## config.mk

```make
export PLATFORM = sky130hd
export DESIGN_NAME = chi_rn_txn_tracker
export DESIGN_NICKNAME = d
export VERILOG_FILES = /design/src/rtl/chi_rn_txn_tracker.sv
export SDC_FILE = /design/constraint.sdc
export NUM_CORES = 1
export LEC_CHECK = 0
export CAP_MARGIN = 5
export CORE_ASPECT_RATIO = 1.75
export CORE_UTILIZATION = 35
export DETAILED_ROUTE_END_ITERATION = 10
export GPL_ROUTABILITY_DRIVEN = 0
export PLACE_DENSITY = 0.75
export SLEW_MARGIN = 20
export SYNTH_ARGS = -nofsm -noshare
export SYNTH_HDL_FRONTEND = slang
export SYNTH_SLANG_ARGS = --single-unit
```

## constraint.sdc

```tcl
create_clock -name clk -period 7.2 [get_ports clk]
set_input_delay 1.08 -clock clk [delete_from_list [all_inputs] [get_ports clk]]
set_output_delay 1.08 -clock clk [all_outputs]
set_load 0.02 [all_outputs]
```

## src/rtl/chi_rn_txn_tracker.sv

```systemverilog
// chi_rn_txn_tracker
//
// Purpose:
//   CHI request-node transaction engine. It accepts core requests (ReadShared, WriteBack and
//   WriteUnique) and allocates a tracker entry from a pool of NUM_OUT. The entry index is used
//   as the txn_id. The module serialises a REQ flit, plus a DATA flit for writes, onto the TX
//   channel. Entries retire on a matching RX completion flit or on timeout.
//
// Encodings:
//   req/tx/cpl opcode : 0 = ReadShared, 1 = WriteBack, 2 = WriteUnique, 3..15 illegal
//   flit type         : 0 = FLIT_REQ, 1 = FLIT_RSP, 2 = FLIT_DATA
//
// Ports:
//   clk, rst                        clock, synchronous active-high reset
//   req_valid/ready/opcode/addr/data core request port
//   tx_flit_*                       outgoing flit channel (valid/ready handshake)
//   rx_flit_valid/type/txn_id/data  incoming completion flits (always accepted)
//   cpl_*                           one-cycle completion report (no backpressure)
//   busy_count                      number of allocated tracker entries
//   err_illegal_op                  sticky flag: an illegal opcode was accepted and dropped
module chi_rn_txn_tracker #(
    parameter int ADDR_W  = 32,
    parameter int DATA_W  = 32,
    parameter int NODE_W  = 4,
    parameter int TXN_W   = 8,
    parameter int NUM_OUT = 4,
    parameter int SRC_ID  = 0,
    parameter int HOME_ID = 1,
    parameter int TIMEOUT = 255
) (
    input  logic                           clk,
    input  logic                           rst,
    input  logic                           req_valid,
    output logic                           req_ready,
    input  logic [3:0]                     req_opcode,
    input  logic [ADDR_W-1:0]              req_addr,
    input  logic [DATA_W-1:0]              req_data,
    output logic                           tx_flit_valid,
    input  logic                           tx_flit_ready,
    output logic [1:0]                     tx_flit_type,
    output logic [3:0]                     tx_opcode,
    output logic [ADDR_W-1:0]              tx_addr,
    output logic [TXN_W-1:0]               tx_txn_id,
    output logic [DATA_W-1:0]              tx_data,
    output logic [NODE_W-1:0]              tx_src_id,
    output logic [NODE_W-1:0]              tx_tgt_id,
    input  logic                           rx_flit_valid,
    input  logic [1:0]                     rx_flit_type,
    input  logic [TXN_W-1:0]               rx_txn_id,
    input  logic [DATA_W-1:0]              rx_data,
    output logic                           cpl_valid,
    output logic [TXN_W-1:0]               cpl_txn_id,
    output logic [3:0]                     cpl_opcode,
    output logic [DATA_W-1:0]              cpl_data,
    output logic                           cpl_error,
    output logic [$clog2(NUM_OUT+1)-1:0]   busy_count,
    output logic                           err_illegal_op
);

    localparam int IDX_W = (NUM_OUT > 1) ? $clog2(NUM_OUT) : 1;
    localparam int CNT_W = $clog2(NUM_OUT + 1);
    localparam int TMR_W = (TIMEOUT > 0) ? $clog2(TIMEOUT + 1) : 1;
    localparam logic [TMR_W-1:0] TMR_MAX = TMR_W'(TIMEOUT);

    localparam logic [3:0] OP_READ_SHARED = 4'd0;
    localparam logic [3:0] OP_MAX_LEGAL   = 4'd2;
    localparam logic [1:0] FLIT_REQ  = 2'd0;
    localparam logic [1:0] FLIT_RSP  = 2'd1;
    localparam logic [1:0] FLIT_DATA = 2'd2;

    typedef enum logic [1:0] {
        S_IDLE      = 2'd0,
        S_SEND_REQ  = 2'd1,
        S_SEND_DATA = 2'd2
    } state_t;

    state_t              r_state;
    state_t              w_state_next;

    // Fields of the transaction currently being serialised on TX
    logic [IDX_W-1:0]    r_cur_idx;
    logic [3:0]          r_cur_op;
    logic [ADDR_W-1:0]   r_cur_addr;
    logic [DATA_W-1:0]   r_cur_data;

    // Tracker entries
    logic [NUM_OUT-1:0]  r_alloc;
    logic [NUM_OUT-1:0]  r_armed;
    logic [3:0]          r_ent_op [NUM_OUT];
    logic [TMR_W-1:0]    r_timer  [NUM_OUT];

    logic [CNT_W-1:0]    r_busy;
    logic                r_err_illegal;
    logic                r_cpl_valid;
    logic [TXN_W-1:0]    r_cpl_txn_id;
    logic [3:0]          r_cpl_opcode;
    logic [DATA_W-1:0]   r_cpl_data;
    logic                r_cpl_error;

    logic [NUM_OUT-1:0]  w_free_vec;
    logic [NUM_OUT-1:0]  w_expired;
    logic [NUM_OUT-1:0]  w_rx_hit;
    logic [NUM_OUT-1:0]  w_release_vec;
    logic                w_any_free;
    logic [IDX_W-1:0]    w_free_idx;
    logic                w_rx_any_hit;
    logic [IDX_W-1:0]    w_rx_idx;
    logic                w_to_valid;
    logic [IDX_W-1:0]    w_to_idx;
    logic                w_op_legal;
    logic                w_req_fire;
    logic                w_alloc;
    logic                w_tx_fire;
    logic                w_last_flit;
    logic                w_arm;
    logic                w_any_release;

    // Per-entry status: ids are unique, so at most one entry can hit an RX flit.
    // A timeout is only reported in a cycle with no RX flit, because RX owns the cpl slot.
    for (genvar gi = 0; gi < NUM_OUT; gi++) begin : g_entry
        assign w_free_vec[gi]    = ~r_alloc[gi];
        assign w_expired[gi]     = (TIMEOUT != 0) && r_armed[gi] && (r_timer[gi] == TMR_MAX);
        assign w_rx_hit[gi]      = rx_flit_valid && r_armed[gi] &&
                                   (rx_txn_id == TXN_W'(gi)) &&
                                   ((r_ent_op[gi] == OP_READ_SHARED) ? (rx_flit_type == FLIT_DATA)
                                                                     : (rx_flit_type == FLIT_RSP));
        assign w_release_vec[gi] = w_rx_hit[gi] | (w_to_valid && (w_to_idx == IDX_W'(gi)));
    end

    // Lowest-index priority encoders
    always_comb begin
        w_free_idx   = '0;
        w_rx_idx     = '0;
        w_to_idx     = '0;
        for (int i = NUM_OUT - 1; i >= 0; i--) begin
            if (w_free_vec[i]) w_free_idx = IDX_W'(i);
            if (w_rx_hit[i])   w_rx_idx   = IDX_W'(i);
            if (w_expired[i])  w_to_idx   = IDX_W'(i);
        end
        w_any_free   = |w_free_vec;
        w_rx_any_hit = |w_rx_hit;
        w_to_valid   = !rx_flit_valid && (|w_expired);
    end

    assign w_op_legal    = (req_opcode <= OP_MAX_LEGAL);
    assign w_req_fire    = req_valid && req_ready;
    assign w_alloc       = w_req_fire && w_op_legal;
    assign w_tx_fire     = tx_flit_valid && tx_flit_ready;
    assign w_last_flit   = (r_state == S_SEND_DATA) ||
                           ((r_state == S_SEND_REQ) && (r_cur_op == OP_READ_SHARED));
    assign w_arm         = w_tx_fire && w_last_flit;
    assign w_any_release = |w_release_vec;

    // ---------------- TX FSM: state register ----------------
    always_ff @(posedge clk) begin
        if (rst) r_state <= S_IDLE;
        else     r_state <= w_state_next;
    end

    // ---------------- TX FSM: next state ----------------
    always_comb begin
        w_state_next = r_state;
        case (r_state)
            S_IDLE:      if (w_alloc) w_state_next = S_SEND_REQ;
            S_SEND_REQ:  if (tx_flit_ready)
                             w_state_next = (r_cur_op == OP_READ_SHARED) ? S_IDLE : S_SEND_DATA;
            S_SEND_DATA: if (tx_flit_ready) w_state_next = S_IDLE;
            default:     w_state_next = S_IDLE;
        endcase
    end

    // ---------------- TX FSM: outputs ----------------
    // Fields come from the captured registers, so they stay stable while the flit is stalled.
    always_comb begin
        req_ready     = 1'b0;
        tx_flit_valid = 1'b0;
        tx_flit_type  = FLIT_REQ;
        tx_opcode     = '0;
        tx_addr       = '0;
        tx_txn_id     = '0;
        tx_data       = '0;
        tx_src_id     = '0;
        tx_tgt_id     = '0;
        if (!rst) begin
            req_ready = (r_state == S_IDLE) && w_any_free;
            if (r_state != S_IDLE) begin
                tx_flit_valid = 1'b1;
                tx_opcode     = r_cur_op;
                tx_addr       = r_cur_addr;
                tx_txn_id     = TXN_W'(r_cur_idx);
                tx_src_id     = NODE_W'(SRC_ID);
                tx_tgt_id     = NODE_W'(HOME_ID);
                if (r_state == S_SEND_DATA) begin
                    tx_flit_type = FLIT_DATA;
                    tx_data      = r_cur_data;
                end
            end
        end
    end

    // Capture of the request being serialised
    always_ff @(posedge clk) begin
        if (rst) begin
            r_cur_idx  <= '0;
            r_cur_op   <= '0;
            r_cur_addr <= '0;
            r_cur_data <= '0;
        end else if (w_alloc) begin
            r_cur_idx  <= w_free_idx;
            r_cur_op   <= req_opcode;
            r_cur_addr <= req_addr;
            r_cur_data <= req_data;
        end
    end

    // Entry lifecycle: free -> allocated -> armed -> free.
    // The timer starts at 1 on arming so an entry is reported TIMEOUT cycles after its last flit.
    always_ff @(posedge clk) begin
        if (rst) begin
            r_alloc <= '0;
            r_armed <= '0;
            for (int i = 0; i < NUM_OUT; i++) begin
                r_ent_op[i] <= '0;
                r_timer[i]  <= '0;
            end
        end else begin
            for (int i = 0; i < NUM_OUT; i++) begin
                if (w_alloc && (w_free_idx == IDX_W'(i))) begin
                    r_alloc[i]  <= 1'b1;
                    r_armed[i]  <= 1'b0;
                    r_ent_op[i] <= req_opcode;
                    r_timer[i]  <= '0;
                end else if (w_release_vec[i]) begin
                    r_alloc[i]  <= 1'b0;
                    r_armed[i]  <= 1'b0;
                    r_timer[i]  <= '0;
                end else if (w_arm && (r_cur_idx == IDX_W'(i))) begin
                    r_armed[i]  <= 1'b1;
                    r_timer[i]  <= TMR_W'(1);
                end else if (r_armed[i] && (TIMEOUT != 0) && (r_timer[i] != TMR_MAX)) begin
                    r_timer[i]  <= r_timer[i] + TMR_W'(1);
                end
            end
        end
    end

    // Occupancy counter and sticky illegal-opcode flag
    always_ff @(posedge clk) begin
        if (rst) begin
            r_busy        <= '0;
            r_err_illegal <= 1'b0;
        end else begin
            case ({w_alloc, w_any_release})
                2'b10:   r_busy <= r_busy + CNT_W'(1);
                2'b01:   r_busy <= r_busy - CNT_W'(1);
                default: r_busy <= r_busy;
            endcase
            if (w_req_fire && !w_op_legal) r_err_illegal <= 1'b1;
        end
    end

    // Completion slot: an RX result always takes it; otherwise the lowest expired entry.
    always_ff @(posedge clk) begin
        if (rst) begin
            r_cpl_valid  <= 1'b0;
            r_cpl_txn_id <= '0;
            r_cpl_opcode <= '0;
            r_cpl_data   <= '0;
            r_cpl_error  <= 1'b0;
        end else if (rx_flit_valid) begin
            r_cpl_valid  <= 1'b1;
            r_cpl_txn_id <= rx_txn_id;
            if (w_rx_any_hit) begin
                r_cpl_opcode <= r_ent_op[w_rx_idx];
                r_cpl_data   <= (r_ent_op[w_rx_idx] == OP_READ_SHARED) ? rx_data : '0;
                r_cpl_error  <= 1'b0;
            end else begin
                r_cpl_opcode <= '0;
                r_cpl_data   <= '0;
                r_cpl_error  <= 1'b1;
            end
        end else if (w_to_valid) begin
            r_cpl_valid  <= 1'b1;
            r_cpl_txn_id <= TXN_W'(w_to_idx);
            r_cpl_opcode <= r_ent_op[w_to_idx];
            r_cpl_data   <= '0;
            r_cpl_error  <= 1'b1;
        end else begin
            r_cpl_valid  <= 1'b0;
            r_cpl_txn_id <= '0;
            r_cpl_opcode <= '0;
            r_cpl_data   <= '0;
            r_cpl_error  <= 1'b0;
        end
    end

    assign busy_count     = r_busy;
    assign err_illegal_op = r_err_illegal;
    assign cpl_valid      = r_cpl_valid;
    assign cpl_txn_id     = r_cpl_txn_id;
    assign cpl_opcode     = r_cpl_opcode;
    assign cpl_data       = r_cpl_data;
    assign cpl_error      = r_cpl_error;

endmodule

```

==> results of run 1 <==
[layer usage]
| layer | up-vias | track usage | share of wire |
|---|---|---|---|
| li1 | 3384 | - | - |
| met1 | 3154 | 0.170 | 0.36 |
| met5 | - | 0 | 0 |
| met3 | 42 | 0.0416 | 0.060 |
| met2 | 241 | 0.339 | 0.55 |
| met4 | 0 | 0.0900 | 0.032 |
[power by group]
part | switching [mW] | internal (mW) | total (mW) | leakage (nW)
combinational | 0.0782 | 0.0854 | 0.164 | 2.09
sequential | 0.0176 | 1.05 | 1.07 | 1.54
clock | 0.414 | 0.586 | 1.00 | 0.319
total | 0.510 | 1.72 | 2.23 | 3.95
[worst max-delay path, cell delays in order]
cell	delay, ns
buf_2	0.46
buf_4	0.67
nor2_1	0.11
buf_4	0.24
and2_1	0.19
clkdlybuf4s50_1	0.53
[registers in the layout, summed over array words and instances, names as in the netlist]
register        cells
r_cur_addr         32
r_timer            32
r_cur_data         32
r_ent_op           16
cpl_opcode          4
r_alloc             4
r_cur_op            4
r_state             2
err_illegal_op      1
cpl_data           32
r_cur_idx           2
busy_count          3
cpl_txn_id          8
r_armed             4
cpl_valid           1
cpl_error           1
[kinds of logic after synthesis]
group                      share of synthesized area
other                                       0.000462
AOI/OAI and AO/OA                             0.0938
buffers and inverters                         0.0481
xor gates and xnor gates                      0.0281
muxes                                         0.0113
and+or+nand+nor                                0.310
adders and majority gates                     0.0102
DFF                                            0.498
[cell type report]
type                            instances  share of cell area
Clock inverter                         12              0.0136
Sequential cell                       178               0.356
Tap cell                              300              0.0331
Timing Repair Buffer                  245               0.214
Clock buffer                           20              0.0441
Inverter                               19             0.00628
Multi-Input combinational cell        628               0.333
[synth_stat cells (all sizes together), types with 4 or more instances]
cell type and number:
a211o 5, a21oi 80, and2 86, and3 15, and4 4, buf 25
clkbuf 39, dfxtp 130, edfxtp 48, ha 5, inv 19, mux2i 8
nand2 164, nand2b 4, nand3 18, nand4 10, nand4b 4, nor2 63
nor3 8, nor4 6, nor4b 33, o21ai 11, or3 6, xnor2 9
xor2 17
[final timing paths]
kind,from,to,slack (ns)
min,r_cur_addr[12],r_cur_addr[12],0.45
max,rst,tx_data[15],2.78
min reg2reg,r_cur_addr[12],r_cur_addr[12],0.45
max reg2reg,r_ent_op[3][2],busy_count[2],4.17
[cells in the final DEF (no fill, tap or decap), drive strengths merged, types with 3 or more instances in the layout]
| cell | n |
|---|---|
| a211o | 5 |
| a21oi | 80 |
| and2 | 86 |
| and3 | 15 |
| and4 | 4 |
| buf | 8 |
| clkbuf | 20 |
| clkdlybuf4s50 | 237 |
| clkinv | 3 |
| conb | 22 |
| dfxtp | 130 |
| edfxtp | 48 |
| ha | 5 |
| inv | 25 |
| mux2i | 8 |
| nand2 | 164 |
| nand2b | 4 |
| nand3 | 18 |
| nand4 | 10 |
| nand4b | 4 |
| nor2 | 63 |
| nor3 | 8 |
| nor4 | 6 |
| nor4b | 33 |
| nor4bb | 3 |
| o211ai | 3 |
| o21ai | 11 |
| o22ai | 3 |
| o31ai | 3 |
| or2 | 3 |
| or3 | 6 |
| or4 | 3 |
| xnor2 | 9 |
| xor2 | 17 |
==> qor.csv, run 1 <==
stage,metric,value,unit
sta,skew,0.0143,ns
pwr,cellPowerDensity,196,nW/um^2
detailed_routing,drt_iter0_markers,262,
clocking,clock-root-buffer,clkbuf_16,
sta,layout_min_cycle_time,4.42,ns
final_layout,utilization,0.499,
logic_synthesis,synth_top_area_share,0.321,
clocking,cts_max_level,4,
final_layout,multi_input_area,3780,sq um
clocking,cts_buffer_depth,2,
final_layout,drive_above_1_share,0.0871,
final_layout,fill_cells,2039,
logic_synthesis,synth-seq-cells,178,
hold_path,hold-path-cell-count,2,
floorplan,core.rowCount,73,
final_layout,final_cells,1402,
setup_path,cp.required,6.12,ns
sta,setup_viol,0,
grt,antenna_found_initial,0,
final_layout,fin_area,11400,sq um
clocking,clkSinkCount,178,
placed_design,io_buffers,238,
clocking,post_cts_buffers,0,
sta,rsz0062_at_grt,no,
sta,max_freq,226,MHz
placed_design,preCtsSetupSlack,2.63,ns
sta,tns,0,ns
clocking,insertion_delay,0.43,ns
logic_synthesis,synthArstFlopShare,0,
floorplan,fp.dieW,117,um
clocking,cts_buffers,17,
logic_synthesis,netlist_area,8110,sq um
sta,timing.hold.ws,0.449,ns
logic_synthesis,synthFlopType,dfxtp_1,
clocking,cts_resized,0,
final_layout,final_nets,1210,
logic_synthesis,ys.warnings.count,0,
grt,grt_pass1_wl,32500,um
setup_path,end_kind,output port,
logic_synthesis,synth_edf_count,48,
clocking,hold_buffers,0,
pwr,ir_drop,0.119,mV
detailed_routing,viasPerCell,4.87,
sta,worst_pin_slew,1.16,ns
grt,grt_usage,0.177,
placed_design,dp_hpwl,15200,um
detailed_routing,post_drt_wl_per_cell,14.8,um
floorplan,start_util,0.357,
floorplan,dieArea,23800,sq um
clocking,path_clk_slew,0.07,ns
logic_synthesis,yosysSeqAreaShare,0.498,
setup_path,startpoint_type,input pin,
setup_path,cp_max_fo,64,
sta,min_period_over_period,0.613,
hold_path,worstHoldPathType,flip-flop to flip-flop,
floorplan,coreArea,22700,sq um
job,maxCapViolCount,0,
logic_synthesis,netlist-cell-type-count,72,
detailed_routing,drc,0,
setup_path,reg2reg_depth,11,
floorplan,dieHeight,203,um
detailed_routing,vias,6821,
detailed_routing,detail-route-antenna-nets,0,
sta,hold_violations,0,
final_layout,regArea,4040,sq um
sta,max_slew_margin,0.218,
clocking,tritoncts,built,
grt,grt_max_degree,71,
logic_synthesis,avgSynthCellArea,9.35,sq um
detailed_routing,first_pass_iters,4,
setup_path,worstPathArrival,3.34,ns
sta,drv_slew,0,
sta,fin_ws,2.78,ns
final_layout,antennaDiodeCount,0,
pwr,p_total,2.23,mW
placed_design,placed_area,10700,sq um
status,outcome,completed,
final_layout,area_growth,39.9,%
logic_synthesis,synthTopCellsByArea,"dfxtp_1, edfxtp_1, nand2_1, and2_1, nor4b_2",
grt,overflow,0,
pwr,p_leak,3.95,nW
setup_path,crit_type,input pin to output port,
grt,grt_pass1_vias,6796,
placed_design,placedCellCount,1370,
logic_synthesis,syn_inst,868,
detailed_routing,totalWireLength,20700,um
logic_synthesis,synth_largest_area_cell,dfxtp_1,
floorplan,io_pins,253,
No activity file was read; power rests on OpenSTA's default activity.
==> run 2, diff against run 1 <==
--- a/config.mk
+++ b/config.mk
@@ -10,7 +10,7 @@
 export CORE_UTILIZATION = 35
 export DETAILED_ROUTE_END_ITERATION = 10
 export GPL_ROUTABILITY_DRIVEN = 0
-export PLACE_DENSITY = 0.75
+export PLACE_DENSITY = 0.77
 export SLEW_MARGIN = 20
 export SYNTH_ARGS = -nofsm -noshare
 export SYNTH_HDL_FRONTEND = slang
==> constraint.sdc (replaced) <==
create_clock -name clk -period 3.8 [get_ports clk]
set_input_delay 0.57 -clock clk [delete_from_list [all_inputs] [get_ports clk]]
set_output_delay 0.57 -clock clk [all_outputs]
set_load 0.02 [all_outputs]
==> run 2 against run 1 <==
Net effect: via count increased by 1.3%; worst hold slack about the same; sequential share of layout area about the same; design area decreased by 0.11%; utilization decreased by 0.055 points; critical path depth increased by 6; setup slack got worse by 2.2 ns; count of clock-buffer cells in the layout increased by 1; clock power increased by 71%.
==> qor.csv, run 2 (same netlist as run 1, synthesis figures left out) <==
stage,metric,value,unit,change
floorplan,dieHeight,203,um,unchanged
sta,rsz0062_at_grt,no,,unchanged
clocking,cts_buffer_depth,2,,unchanged
final_layout,drive_above_1_share,0.0920,,was 0.0871
grt,grt_max_degree,70,,was 71
floorplan,coreArea,22700,sq um,unchanged
clocking,cts_max_level,4,,unchanged
sta,setup_viol,0,,unchanged
placed_design,io_buffers,238,,unchanged
final_layout,mostFrequentLayoutCell,clkdlybuf4s50_1,,unchanged
clocking,post_cts_buffers,0,,unchanged
sta,max_freq,312,MHz,
detailed_routing,wl_met3,1330,um,was 1240 um
grt,grt_pass1_wl,33300,um,was 32500 um
setup_path,worstPathArrival,3.57,ns,was 3.34 ns
placed_design,placedCellCount,1377,,was 1370
setup_path,crit_buf_inv,2,,was 4
floorplan,io_pins,253,,unchanged
detailed_routing,drt_iter0_markers,364,,was 262
clocking,hold_buffers,0,,unchanged
pwr,cellPowerDensity,357,nW/um^2,was 196 nW/um^2
final_layout,area_growth,39.8,%,was 39.9%
placed_design,dp_hpwl,15200,um,about the same
clocking,cts_buffers,17,,unchanged
floorplan,start_util,0.357,,unchanged
detailed_routing,viasPerCell,4.90,,was 4.87
grt,grt_pass1_vias,6723,,was 6796
setup_path,crit_chain,clkdlybuf4s50_1 > nor4bb_1 > and4b_1 > and2_4 > nor3_1 > nand2_1 > ha_1 > inv_1 > fa_1 > xor2_1 > or3_1 > a21oi_1,,was buf_2 > buf_4 > nor2_1 > buf_4 > and2_1 > clkdlybuf4s50_1
hold_path,min_from,r_cur_data[16],,was r_cur_addr[12]
clocking,tritoncts,built,,unchanged
hold_path,holdPathEnd,r_cur_data[16],,was r_cur_addr[12]
clocking,cts_resized,0,,unchanged
job,maxCapViolCount,0,,unchanged
pwr,clockPowerShare,0.423,,was 0.448
final_layout,final_nets,1217,,was 1210
final_layout,final_cells,1409,,was 1402
clocking,path_clk_slew,0.07,ns,about the same
detailed_routing,totalWireLength,21100,um,was 20700 um
clocking,clock-root-buffer,clkbuf_16,,unchanged
sta,hold_violations,0,,unchanged
pwr,p_int,3.08,mW,was 1.72 mW
detailed_routing,first_pass_iters,4,,unchanged
pwr,pwr-share-comb,0.078,,was 0.073
detailed_routing,m1WireLength,7820,um,was 7460 um
sta,tns,0,ns,unchanged
detailed_routing,top_layer,met4,,unchanged
detailed_routing,drc,0,,unchanged
setup_path,crit_type,input pin to flip-flop,,was input pin to output port
sta,max_slew_margin,0.350,,was 0.218
floorplan,dieArea,23800,sq um,unchanged
clocking,insertion_delay,0.43,ns,about the same
final_layout,antennaDiodeCount,0,,unchanged
sta,min_period_over_period,0.845,,
sta,skew,0.00968,ns,was 0.0143 ns
floorplan,core.rowCount,73,,unchanged
pwr,ir_drop,0.302,mV,was 0.119 mV
pwr,p_seq_frac,0.499,,was 0.478
setup_path,critPathSlowestCell,clkdlybuf4s50_1,,was buf_4
setup_path,cp_max_fo,7,,was 64
detailed_routing,detail-route-antenna-nets,0,,unchanged
detailed_routing,met2WireLength,11400,um,about the same
floorplan,fp.dieW,117,um,unchanged
setup_path,startpoint_type,input pin,,unchanged
pwr,p_total,4.05,mW,was 2.23 mW
pwr,switching_power,0.965,mW,was 0.510 mW
grt,antenna_found_initial,0,,unchanged
grt,overflow,0,,unchanged
setup_path,reg2reg_slack,0.72,ns,was 4.17 ns
pwr,switching_share,0.238,,was 0.229
sta,drv_slew,0,,unchanged
grt,grt_usage,0.182,,was 0.177
hold_path,hold-path-cell-count,2,,unchanged
detailed_routing,vias,6909,,was 6821
pwr,p_leak,3.96,nW,was 3.95 nW
hold_path,worstHoldPathType,flip-flop to flip-flop,,unchanged
final_layout,final_cell_mix,"clkdlybuf4s50_1, nand2_1, dfxtp_1, and2_1, a21oi_1",,unchanged
sta,layout_min_cycle_time,3.21,ns,
setup_path,cp.required,4.16,ns,was 6.12 ns
setup_path,worstReg2RegStart,r_timer[0][0],,was r_ent_op[3][2]
detailed_routing,post_drt_wl_per_cell,15.0,um,was 14.8 um
setup_path,timing.rr.end,busy_count[2],,unchanged
setup_path,reg2reg_depth,12,,was 11
status,outcome,completed,,unchanged
clocking,clkSinkCount,178,,unchanged
setup_path,cp_top_family,simple AND/OR/NAND/NOR gates,,was buffers and inverters
setup_path,critPathMaxStageDelay,0.57,ns,was 0.67 ns
sta,worst_pin_slew,0.968,ns,was 1.16 ns
setup_path,end_kind,flip-flop,,was output port
run 2: cell types whose count changed in the layout (fill, tap and decap cells not counted), sizes merged:
| cell | delta |
|---|---|
| inv | +1 |
| clkinv | +1 |
| clkinvlp | -1 |
| clkbuf | +1 |
| bufinv | -2 |
| buf | +7 |
run 2: per-layer routing:
layer	vias up	track usage
li1	3396	-
met4	0	0.0891
met3	40	0.0422
met5	-	0
met1	3223	0.187
met2	250	0.336
run 2: power by group through the flow:
stage / Combinational (mW) / Sequential [mW] / Clock [mW]
3_3_place_gp: 0.314 / 2.06 / 0
4_1_cts: 0.319 / 2.02 / 1.77
2_1_floorplan: 0.149 / 2.06 / 0
6_report: 0.317 / 2.02 / 1.71
3_5_place_dp: 0.317 / 2.06 / 0
5_1_grt: 0.344 / 2.02 / 1.85
run 2: layout make-up:
type                            count  area [sq um]
Tap cell                          300           375
Fill cell                        2039         11400
Inverter                           19          71.3
Multi-Input combinational cell    628          3780
Clock inverter                     11          92.6
Sequential cell                   178          4040
Clock buffer                       21           482
Timing Repair Buffer              252          2500
run 2: worst register-to-register path, delay by kind of cell (launching register included):
family,cells,cell delay [ns]
AOI/OAI and AO/OA,2,0.63
xor gates and xnor gates,1,0.07
adders and majority gates,3,0.71
buffers and inverters,1,0.07
DFF,1,0.46
and+or+nand+nor,5,1.07
run 2: how the worst max path moves through the flow:
stage | startpoint | to | cells past startpoint | slack [ns]
after global placement | rx_flit_valid | busy_count[2] | 12 | 0.26
after global routing | rx_flit_valid | busy_count[2] | 12 | 0.38
after detailed placement | rx_flit_valid | busy_count[2] | 12 | 0.17
after floorplan | rx_txn_id[5] | busy_count[2] | 12 | 0.89
after CTS | rx_flit_valid | busy_count[2] | 12 | 0.63
final | rx_flit_valid | busy_count[2] | 12 | 0.59
run 2: through the flow:
stage          utilization  setup slack, ns  cell area, sq um  hold slack, ns
3_5_place_dp         0.473            0.173             10800           0.442
5_1_grt              0.499            0.378             11300           0.467
6_report             0.499            0.590             11300           0.449
3_3_place_gp         0.473            0.263             10800           0.437
4_1_cts              0.499            0.630             11300           0.452
2_1_floorplan            -            0.891              8190           0.432
==> run 3, diff against run 2 <==
--- a/config.mk
+++ b/config.mk
@@ -10,7 +10,7 @@
 export CORE_UTILIZATION = 35
 export DETAILED_ROUTE_END_ITERATION = 10
 export GPL_ROUTABILITY_DRIVEN = 0
-export PLACE_DENSITY = 0.77
+export PLACE_DENSITY = 0.75
 export SLEW_MARGIN = 20
 export SYNTH_ARGS = -nofsm -noshare
 export SYNTH_HDL_FRONTEND = slang
==> constraint.sdc (replaced) <==
create_clock -name clk -period 3.3 [get_ports clk]
set_input_delay 0.495 -clock clk [delete_from_list [all_inputs] [get_ports clk]]
set_output_delay 0.495 -clock clk [all_outputs]
set_load 0.02 [all_outputs]
==> run 3 against run 2 <==
Net effect: non-clock buffer count increased by 19; largest cell class unchanged; global-route usage increased by 0.51 points; register-to-register slack got worse by 0.49 ns; first-iteration DRC count decreased by 17%; count of clock-buffer cells in the layout decreased by 1; critical path type is now flip-flop to flip-flop; via count increased by 0.78%; final cell count increased by 1.3%; setup slack got worse by 0.36 ns; critical path depth unchanged; utilization increased by 0.72 points; combinational power increased by 19%.
==> qor.csv, run 3 (same netlist as run 1, synthesis figures left out) <==
stage,metric,value,unit,change
status,outcome,completed,,unchanged
floorplan,dieArea,23800,sq um,unchanged
clocking,clkSinkCount,178,,unchanged
final_layout,fin_area,11500,sq um,was 11300 sq um
placed_design,preCtsSetupSlack,-0.116,ns,was 0.173 ns
detailed_routing,drc,0,,unchanged
pwr,pwr-share-comb,0.081,,was 0.078
grt,grt_usage,0.187,,was 0.182
pwr,switching_power,1.10,mW,was 0.965 mW
setup_path,end_kind,flip-flop,,unchanged
sta,min_period_over_period,0.930,,
placed_design,placed_area,10900,sq um,was 10800 sq um
clocking,cts_buffer_depth,2,,unchanged
pwr,p_leak,4.05,nW,was 3.96 nW
sta,worst_pin_slew,0.740,ns,was 0.968 ns
sta,max_freq,326,MHz,
detailed_routing,post_drt_wl_per_cell,15.3,um,was 15.0 um
detailed_routing,detail-route-antenna-nets,0,,unchanged
grt,grt_max_degree,69,,was 70
final_layout,mostFrequentLayoutCell,clkdlybuf4s50_1,,unchanged
sta,layout_min_cycle_time,3.07,ns,
final_layout,utilization,0.506,,was 0.499
detailed_routing,first_pass_iters,4,,unchanged
clocking,hold_buffers,0,,unchanged
sta,max_slew_margin,0.507,,was 0.350
final_layout,fill_cells,2043,,was 2039
pwr,cellPowerDensity,404,nW/um^2,was 357 nW/um^2
pwr,p_seq_frac,0.500,,was 0.499
grt,grt_pass1_vias,6965,,was 6723
job,maxCapViolCount,0,,unchanged
pwr,clockPowerShare,0.419,,was 0.423
sta,drv_slew,0,,unchanged
setup_path,cp_max_fo,4,,was 7
floorplan,core.rowCount,73,,unchanged
final_layout,area_growth,41.8,%,was 39.8%
floorplan,io_pins,253,,unchanged
setup_path,startpoint_type,flip-flop,,was input pin
detailed_routing,drt_iter0_markers,301,,was 364
sta,hold_violations,0,,unchanged
sta,setup_viol,0,,unchanged
setup_path,crit_type,flip-flop to flip-flop,,was input pin to flip-flop
final_layout,drive_above_1_share,0.108,,was 0.0920
detailed_routing,totalWireLength,21800,um,was 21100 um
setup_path,cp.required,3.66,ns,was 4.16 ns
detailed_routing,vias,6963,,was 6909
grt,antenna_found_initial,0,,unchanged
sta,rsz0062_at_grt,no,,unchanged
placed_design,dp_hpwl,15700,um,was 15200 um
sta,skew,0.0135,ns,was 0.00968 ns
floorplan,coreArea,22700,sq um,unchanged
clocking,tritoncts,built,,unchanged
final_layout,final_nets,1236,,was 1217
clocking,clock-root-buffer,clkbuf_16,,unchanged
detailed_routing,viasPerCell,4.88,,was 4.90
grt,overflow,0,,unchanged
floorplan,dieHeight,203,um,unchanged
pwr,p_total,4.65,mW,was 4.05 mW
clocking,cts_resized,0,,unchanged
placed_design,io_buffers,238,,unchanged
clocking,post_cts_buffers,0,,unchanged
clocking,path_clk_slew,0.07,ns,about the same
pwr,ir_drop,0.253,mV,was 0.302 mV
sta,fin_ws,0.231,ns,was 0.590 ns
pwr,p_int,3.55,mW,was 3.08 mW
hold_path,worstHoldPathType,flip-flop to flip-flop,,unchanged
setup_path,worstPathArrival,3.43,ns,was 3.57 ns
floorplan,start_util,0.357,,unchanged
floorplan,fp.dieW,117,um,unchanged
grt,grt_pass1_wl,34300,um,was 33300 um
final_layout,antennaDiodeCount,0,,unchanged
pwr,switching_share,0.237,,was 0.238
final_layout,final_cell_mix,"clkdlybuf4s50_1, nand2_1, dfxtp_1, and2_1, a21oi_1",,unchanged
clocking,cts_max_level,4,,unchanged
clocking,insertion_delay,0.43,ns,about the same
clocking,cts_buffers,17,,unchanged
run 3: metrics by stage:
stage	hold slack, ns	setup TNS (ns)	std cells
floorplan	0.432	0	889
global placement	0.436	-0.0952	1396
detailed placement	0.442	-0.116	1396
CTS	0.452	0	1428
global route	0.462	0	1428
finish	0.449	0	1428
run 3: area by class of cell:
type	instances	area, sq um	area share
clock buffers	20	478	0.0415
clock inverters	12	93.8	0.00816
inverters	19	71.3	0.00620
multi-input cells	628	3780	0.328
flip-flops and latches	178	4040	0.352
well taps	300	375	0.0326
repair buffers	271	2660	0.231
run 3: worst paths after layout:
check | cells past startpoint | end | slack [ns] | start
hold reg to reg | 2 | r_cur_data[8] | 0.45 | r_cur_data[8]
setup / recovery | 12 | busy_count[2] | 0.23 | r_ent_op[3][2]
hold / removal | 2 | r_cur_data[8] | 0.45 | r_cur_data[8]
setup reg to reg | 12 | busy_count[2] | 0.23 | r_ent_op[3][2]
run 3: power groups by stage:
stage	logic [mW]	registers (mW)	clock network (mW)
after detailed placement	0.376	2.38	0
final	0.377	2.33	1.95
after global placement	0.371	2.37	0
after global routing	0.408	2.33	2.10
after floorplan	0.171	2.37	0
after CTS	0.379	2.33	2.01
run 3: worst max-delay path, stage by stage, from the launching register on:
cell and delay (ns):
edfxtp_1 0.45, nor4_2 0.49, mux2i_1 0.34, a32o_1 0.24, nor3_1 0.07, buf_4 0.15, nand2_1 0.06, ha_1 0.16
inv_1 0.06, fa_1 0.38, xor2_1 0.16, or3_1 0.31, a21oi_1 0.15
run 3: metal layers:
metal / track usage / wire length, um / up-vias
li1: - / - / 3433
met1: 0.188 / 7990 / 3238
met2: 0.353 / 11700 / 246
met3: 0.0419 / 1360 / 46
met4: 0.0868 / 677 / 0
met5: 0 / 0 / -
